--- config.mk ---
export PLATFORM = sky130hd
export DESIGN_NAME = sram_mem_stage
export DESIGN_NICKNAME = d
export VERILOG_FILES = /design/src/rtl/mem_pkg.sv /design/src/rtl/sram_mem_stage.sv
export SDC_FILE = /design/constraint.sdc
export NUM_CORES = 1
export LEC_CHECK = 0
export CAP_MARGIN = 30
export CORE_UTILIZATION = 41
export DETAILED_ROUTE_END_ITERATION = 8
export GPL_ROUTABILITY_DRIVEN = 0
export PLACE_DENSITY = 0.8
export SYNTH_ARGS = -nofsm -noshare
export SYNTH_HDL_FRONTEND = slang
export SYNTH_SLANG_ARGS = --single-unit
--- constraint.sdc ---
create_clock -name clk -period 2.3 [get_ports clk]
set_input_delay 0.46 -clock clk [delete_from_list [all_inputs] [get_ports clk]]
set_output_delay 0.46 -clock clk [all_outputs]
set_load 0.01 [all_outputs]
--- src/rtl/mem_pkg.sv ---
// Shared types and widths for the SRAM memory-access stage.
package mem_pkg;

   typedef enum logic [1:0] {
      IDLE,
      LO,
      HI,
      DONE
   } sram_state_t;

   localparam int SRAM_ADDR_W = 18;
   localparam int SRAM_DATA_W = 16;

endpackage : mem_pkg

--- src/rtl/sram_mem_stage.sv ---
// Memory-access stage: splits one 32-bit load/store into two 16-bit accesses
// on an asynchronous SRAM, freezing the pipeline through ready while busy.
module sram_mem_stage
   import mem_pkg::*;
#(
   parameter int unsigned BASE_ADDR     = 1024,
   parameter int unsigned ACCESS_CYCLES = 2
) (
   input  logic                   clk,
   input  logic                   rst,
   input  logic                   MEM_R_EN,
   input  logic                   MEM_W_EN,
   input  logic [31:0]            ALU_Res,
   input  logic [31:0]            VAL_RM,
   output logic                   ready,
   output logic [31:0]            mem_rdata,
   output logic [SRAM_ADDR_W-1:0] SRAM_ADDR,
   output logic [SRAM_DATA_W-1:0] SRAM_DQ_OUT,
   input  logic [SRAM_DATA_W-1:0] SRAM_DQ_IN,
   output logic                   SRAM_DQ_OE,
   output logic                   SRAM_WE_N,
   output logic                   SRAM_OE_N
);

   localparam int CNT_W = $clog2(ACCESS_CYCLES + 1);
   localparam logic [CNT_W-1:0] LAST_CNT = CNT_W'(ACCESS_CYCLES - 1);

   sram_state_t      state;
   logic [CNT_W-1:0] cnt;
   logic [31:0]      offset;
   logic [16:0]      word_idx;
   logic             request;
   logic             phase_last;
   logic             unused_offset_bits;

   // Byte offset into the SRAM window; alignment bits and the bits above the
   // 17-bit word index are simply dropped.
   assign offset             = ALU_Res - 32'(BASE_ADDR);
   assign word_idx           = offset[18:2];
   assign unused_offset_bits = ^{offset[31:19], offset[1:0]};

   assign request    = MEM_R_EN | MEM_W_EN;
   assign phase_last = (cnt == LAST_CNT);

   // Freeze upstream from the very cycle a request appears until DONE.
   assign ready = ((state == IDLE) && !request) || (state == DONE);

   // Access sequencer with registered SRAM pins; write wins when both enables
   // are set. Request inputs are held stable by the frozen upstream register.
   // NOTE: every register here uses <= so all state updates see pre-edge values.
   always_ff @(posedge clk or negedge rst) begin
      if (!rst) begin
         state       <= IDLE;
         cnt         <= '0;
         mem_rdata   <= '0;
         SRAM_ADDR   <= '0;
         SRAM_DQ_OUT <= '0;
         SRAM_DQ_OE  <= 1'b0;
         SRAM_WE_N   <= 1'b1;
         SRAM_OE_N   <= 1'b1;
      end else begin
         case (state)
            IDLE: begin
               if (request) begin
                  state     <= LO;
                  cnt       <= '0;
                  SRAM_ADDR <= {word_idx, 1'b0};
                  if (MEM_W_EN) begin
                     SRAM_DQ_OUT <= VAL_RM[15:0];
                     SRAM_DQ_OE  <= 1'b1;
                     SRAM_WE_N   <= 1'b0;
                     SRAM_OE_N   <= 1'b1;
                  end else begin
                     SRAM_DQ_OE <= 1'b0;
                     SRAM_WE_N  <= 1'b1;
                     SRAM_OE_N  <= 1'b0;
                  end
               end
            end
            LO: begin
               if (phase_last) begin
                  state     <= HI;
                  cnt       <= '0;
                  SRAM_ADDR <= {word_idx, 1'b1};
                  if (MEM_W_EN) begin
                     SRAM_DQ_OUT <= VAL_RM[31:16];
                  end else begin
                     mem_rdata[15:0] <= SRAM_DQ_IN;
                  end
               end else begin
                  cnt <= cnt + CNT_W'(1);
               end
            end
            HI: begin
               if (phase_last) begin
                  state      <= DONE;
                  cnt        <= '0;
                  SRAM_DQ_OE <= 1'b0;
                  SRAM_WE_N  <= 1'b1;
                  SRAM_OE_N  <= 1'b1;
                  if (!MEM_W_EN) begin
                     mem_rdata[31:16] <= SRAM_DQ_IN;
                  end
               end else begin
                  cnt <= cnt + CNT_W'(1);
               end
            end
            DONE: begin
               state <= IDLE;
            end
            default: begin
               state <= IDLE;
            end
         endcase
      end
   end

endmodule : sram_mem_stage
## After elaboration in Yosys (flattened, before gate mapping)

Cells that the tools add are included.

- Output and inout bits: 70
- Register bits after elaboration: 73
- Word-level logic and storage cells: 61

- $add $sub $neg: 2
- Bitwise operators: 2
- Equal/unequal tests: 9
- Reductions and logical operators: 15
- Muxes and demuxes: 24

Operators by type and width:

| kind | number |
|---|---|
| two-way mux 16 bit | 4 |
| two-way mux 18 bit | 2 |
| case mux 18 bit (2 select lines) | 1 |
| case mux 16 bit (2 select lines) | 1 |
| subtractor 19 x 11 -> 19 bit, second input constant | 1 |
| AND reduction 3 bit | 5 |
| two-way mux 2 bit | 5 |
| != test 2 bit, second input constant | 5 |
| case mux 2 bit (4 select lines) | 1 |
| two-way mux 1 bit | 6 |
| case mux 1 bit (2 select lines) | 3 |
| nonzero test 2 bit | 3 |
| AND reduction 5 bit | 1 |
| equality test 2 x 1 -> 1 bit, second input constant | 2 |
| equality test 2 bit, second input constant | 2 |
| case mux 2 bit (2 select lines) | 1 |
| adder 2 x 1 -> 2 bit, second input constant | 1 |
| zero test 2 bit | 1 |
| AND reduction 2 bit | 1 |
| OR reduction 2 bit | 1 |
| logical AND 1 bit | 1 |
| zero test 1 bit | 1 |
| logical OR 1 bit | 1 |
| inverter 1 bit | 1 |
| bitwise OR 1 bit | 1 |

## Depth between registers and ports, before layout

- Depth after elaboration: 4
- Gate-level depth with buffers: 8

## Least setup slack after synthesis

No wires, ideal clock.

- Path kind: register to register
- Start: register state[0]
- End: register SRAM_ADDR[5]
- Arrival: 1.726 ns
- Clock period less this slack: 1.851 ns
- Setup time: 0.125 ns
- Setup slack: 0.449 ns
- Stages on the path, launching flop included: 8
- Cell sequence: dfrtp_1 > inv_1 > ha_1 > buf_2 > nor2_1 > a211oi_4 > buf_6 > mux2_4

- Word-level cells in the longest chain between the ends: 3

RTL lines:

| item | line | RTL |
|---|---|---|
| start, declared | sram_mem_stage.sv:28 | `sram_state_t state;` |
| start signal, assigned | sram_mem_stage.sv:53 | `state <= IDLE;` |
| start signal, assigned | sram_mem_stage.sv:65 | `state <= LO;` |
| start signal, assigned | sram_mem_stage.sv:82 | `state <= HI;` |
| equality test 2 x 1 -> 1 bit or zero test 2 bit (tied branches) | sram_mem_stage.sv:62 | `case (state)` |
| != test 2 bit (no line) or nonzero test 2 bit (tied branches) | -- |  |
| AND reduction 3 bit (no line) | -- |  |
| end signal, assigned | sram_mem_stage.sv:67 | `SRAM_ADDR <= {word_idx, 1'b0};` |
| end signal, assigned | sram_mem_stage.sv:84 | `SRAM_ADDR <= {word_idx, 1'b1};` |
| end, declared | sram_mem_stage.sv:17 | `output logic [SRAM_ADDR_W-1:0] SRAM_ADDR,` |

Parallel ways exist; a longest one is shown, timed or not.
A chain may end at the register's enable or synchronous reset.

## Worst setup path after layout

- Start: register state[1]
- End: output port ready

- Word-level cells in the longest chain between the ends: 3

RTL lines:

| item | line | RTL |
|---|---|---|
| zero test 2 bit | sram_mem_stage.sv:46 | `assign ready = ((state == IDLE) && !request) \|\| (state == DONE);` |
| logical AND 1 bit | sram_mem_stage.sv:46 |  |
| logical OR 1 bit (*) | sram_mem_stage.sv:46 |  |
| end, declared | sram_mem_stage.sv:15 | `output logic ready,` |

Mark *: on every way between the ends. The rest lies on a longest branch, timed or not.

==> reports/qor.csv <==
metric,value,unit
synthesized instance count,256,
Final Hold Vio Count,0,
Sink Count,73,
TritonRoute pass-1 iters,4,
CP max-delay cell,dfrtp_1,
# DRC,0,
"Period Utilization, post-route",94.7,%
P per Cell Area,1360,nW/um2
Synth warnings,0,
post-route antenna net violation count,0,
RSZ-0062 raised after global routing,false,
largest net degree at the start of global routing,41,
cell taking the most area after synthesis,dfrtp_1,
fmax,459,MHz
Die X,91.4,um
gr ovfl total,0,
Setup Total Neg Slack,0,ps
sequential share of the synthesized area,55.9,%
H-tree Lvls,3,
core region area,7730,um2
Global Route Usage Sum,18.2,%
hpwl dp,5240,um
full die area,8350,um2
worst hold path class,primary input to async pin,
most instantiated cells after synthesis,"dfrtp_1, mux2_2, nand2_1, o21ai_0, mux2i_1",
"FF+latch count, synth",73,
status,"finished, final reports clean",
CTS tree,done,
via/cell ratio,4.76,
CP Launch Type,flop,
critical path class,flop to output port,
port buffer count,138,
first-pass GRT wire length,11900,um
ant diodes,0,
Worst EP required,1840,ps
P&R area growth vs syn,53.8,%
CP arrival,1720,ps
Synth Flop Type,dfrtp_1,
"Async S/R FF share, synth",100,%
Final #Nets,492,
endpoint class of the critical path,output port,
Slew @ Worst Pin,635,ps
worst-path fanout max,4,
Post-Syn Area,3270,um2
DRT iter0 DRCs,45,
Avg WL per Cell,14.0,um
worst-path cell chain,"inv_1, ha_1, nor3b_4, or2_2, dlygate4sd2_1",
worst-skew pair later-pin latency,330,ps
Slew HR,57.5,%
Post-CTS Hold Fix Bufs,0,
Initial Utilization,42.4,%
"top cells by area, synth","dfrtp_1, mux2_2, mux2i_1",
Total Power,6.86,mW
Post-Syn Nets,346,
vias,2425,
root buffer cell,clkbuf_8,
Final min period,2180,ps
number of global-route vias before repair,2499,
final setup violating endpoints,0,
max incr delay on CP,370,ps
Syn Area/Cell,12.8,um2
leakage,2.13,nW
Fillers,601,
Post-synth EDFFs,0,
share of layout cells above drive strength 1,19.4,%
die extent in y,91.4,um
worst vdd ir,0.667,mV
initial antenna violation count,0,
Row Count,32,
clk slew on worst S/H paths,80,ps
Max Cap Viol,0,
Total Routed Length,7130,um
TritonCTS Buffers,9,
hold_ws,61.8,ps
most numerous cell in the Yosys netlist,dfrtp_1,
Yosys cell types,36,
Clock Skew,11.7,ps
# IOs,154,
worst-case clock buffer depth,2,
max-slew violation count,0,
area share of the largest cell type after synthesis,54.3,%
==> metrics by stage <==
stage                     cell area [um2]  instances  util, %  setup WS, ps
after floorplan                      3270        256        -           449
after global placement               4810        492     62.2          16.9
after detailed placement             4810        492     62.2          15.5
after CTS                            5030        509     65.1          3.92
after global routing                 5040        509     65.2          27.9
final                                5040        509     65.2           123
==> final timing paths <==
kind                                start             end  slack (ps)  cells after the start
max                              state[1]           ready         120                      5
min                                   rst   mem_rdata[23]          60                      1
max reg2reg                      state[0]  SRAM_DQ_OUT[9]         300                      5
min reg2reg                SRAM_DQ_OUT[8]  SRAM_DQ_OUT[8]         490                      2
max in group asynchronous             rst       SRAM_OE_N        1600                      2
min in group clk           SRAM_DQ_OUT[8]  SRAM_DQ_OUT[8]         490                      2
==> worst max-delay path, delay by kind of cell (launching register included) <==
family	cells	cell delay, ps
flops	1	370
fa+ha+maj	1	210
simple gates	2	430
buf+inv	2	380
==> sequential cells by signal, summed over array words and instances, names as in the netlist <==
register     count
SRAM_OE_N        1
SRAM_DQ_OE       1
SRAM_ADDR       18
SRAM_WE_N        1
cnt              2
SRAM_DQ_OUT     16
state            2
mem_rdata       32
==> layer usage <==
layer  global-route usage (%)  wire length, um  up-vias
met5                        0                0        -
met4                     5.95               35        0
met3                     4.52              406        4
met2                     32.1             3710       74
met1                     21.6             2980     1165
li1                         -                -     1182
==> layout make-up <==
type,count,area [um2],share of cell area [%]
Clock buffer,10,128,2.53
Clock inverter,6,90.1,1.79
Timing Repair Buffer,148,1500,29.8
Multi-Input combinational cell,163,1330,26.5
Inverter,7,26.3,0.522
Tap cell,102,128,2.53
Sequential cell,73,1830,36.3
==> placed cells by master, fill, tap and decap left out, drive strengths merged, types with 2 or more instances in the layout <==
| cell | count |
|---|---|
| clkbuf | 10 |
| buf | 11 |
| dfstp | 2 |
| clkdlybuf4s50 | 136 |
| mux2i | 19 |
| a31oi | 2 |
| inv | 8 |
| mux2 | 41 |
| nor3b | 4 |
| dfrtp | 71 |
| bufinv | 2 |
| o21ai | 22 |
| xnor2 | 4 |
| clkinv | 2 |
| nand2 | 21 |
| a21oi | 10 |
| ha | 6 |
| xor2 | 2 |
| o22a | 2 |
| nor2 | 17 |
==> report_power, final <==
part | total (mW) | switching [mW] | internal (mW)
logic | 3.52 | 1.46 | 2.06
registers | 2.25 | 0.318 | 1.93
clock network | 1.09 | 0.472 | 0.615
total | 6.86 | 2.26 | 4.61
==> cells by family after synthesis <==
group	share of synthesized area, %
xor gates and xnor gates	1.60
AOI/OAI and AO/OA	7.72
adders and majority gates	2.29
muxes	20.5
buffers and inverters	3.74
and+or+nand+nor	8.29
DFF	55.9
==> what timing repair did <==
item | in CTS | in global routing
buffers inserted | 1 | 0
resized for setup | 1 | 1
endpoints found under the setup margin | 1 | 16
Note: power is estimated with default switching activity, not from simulation.
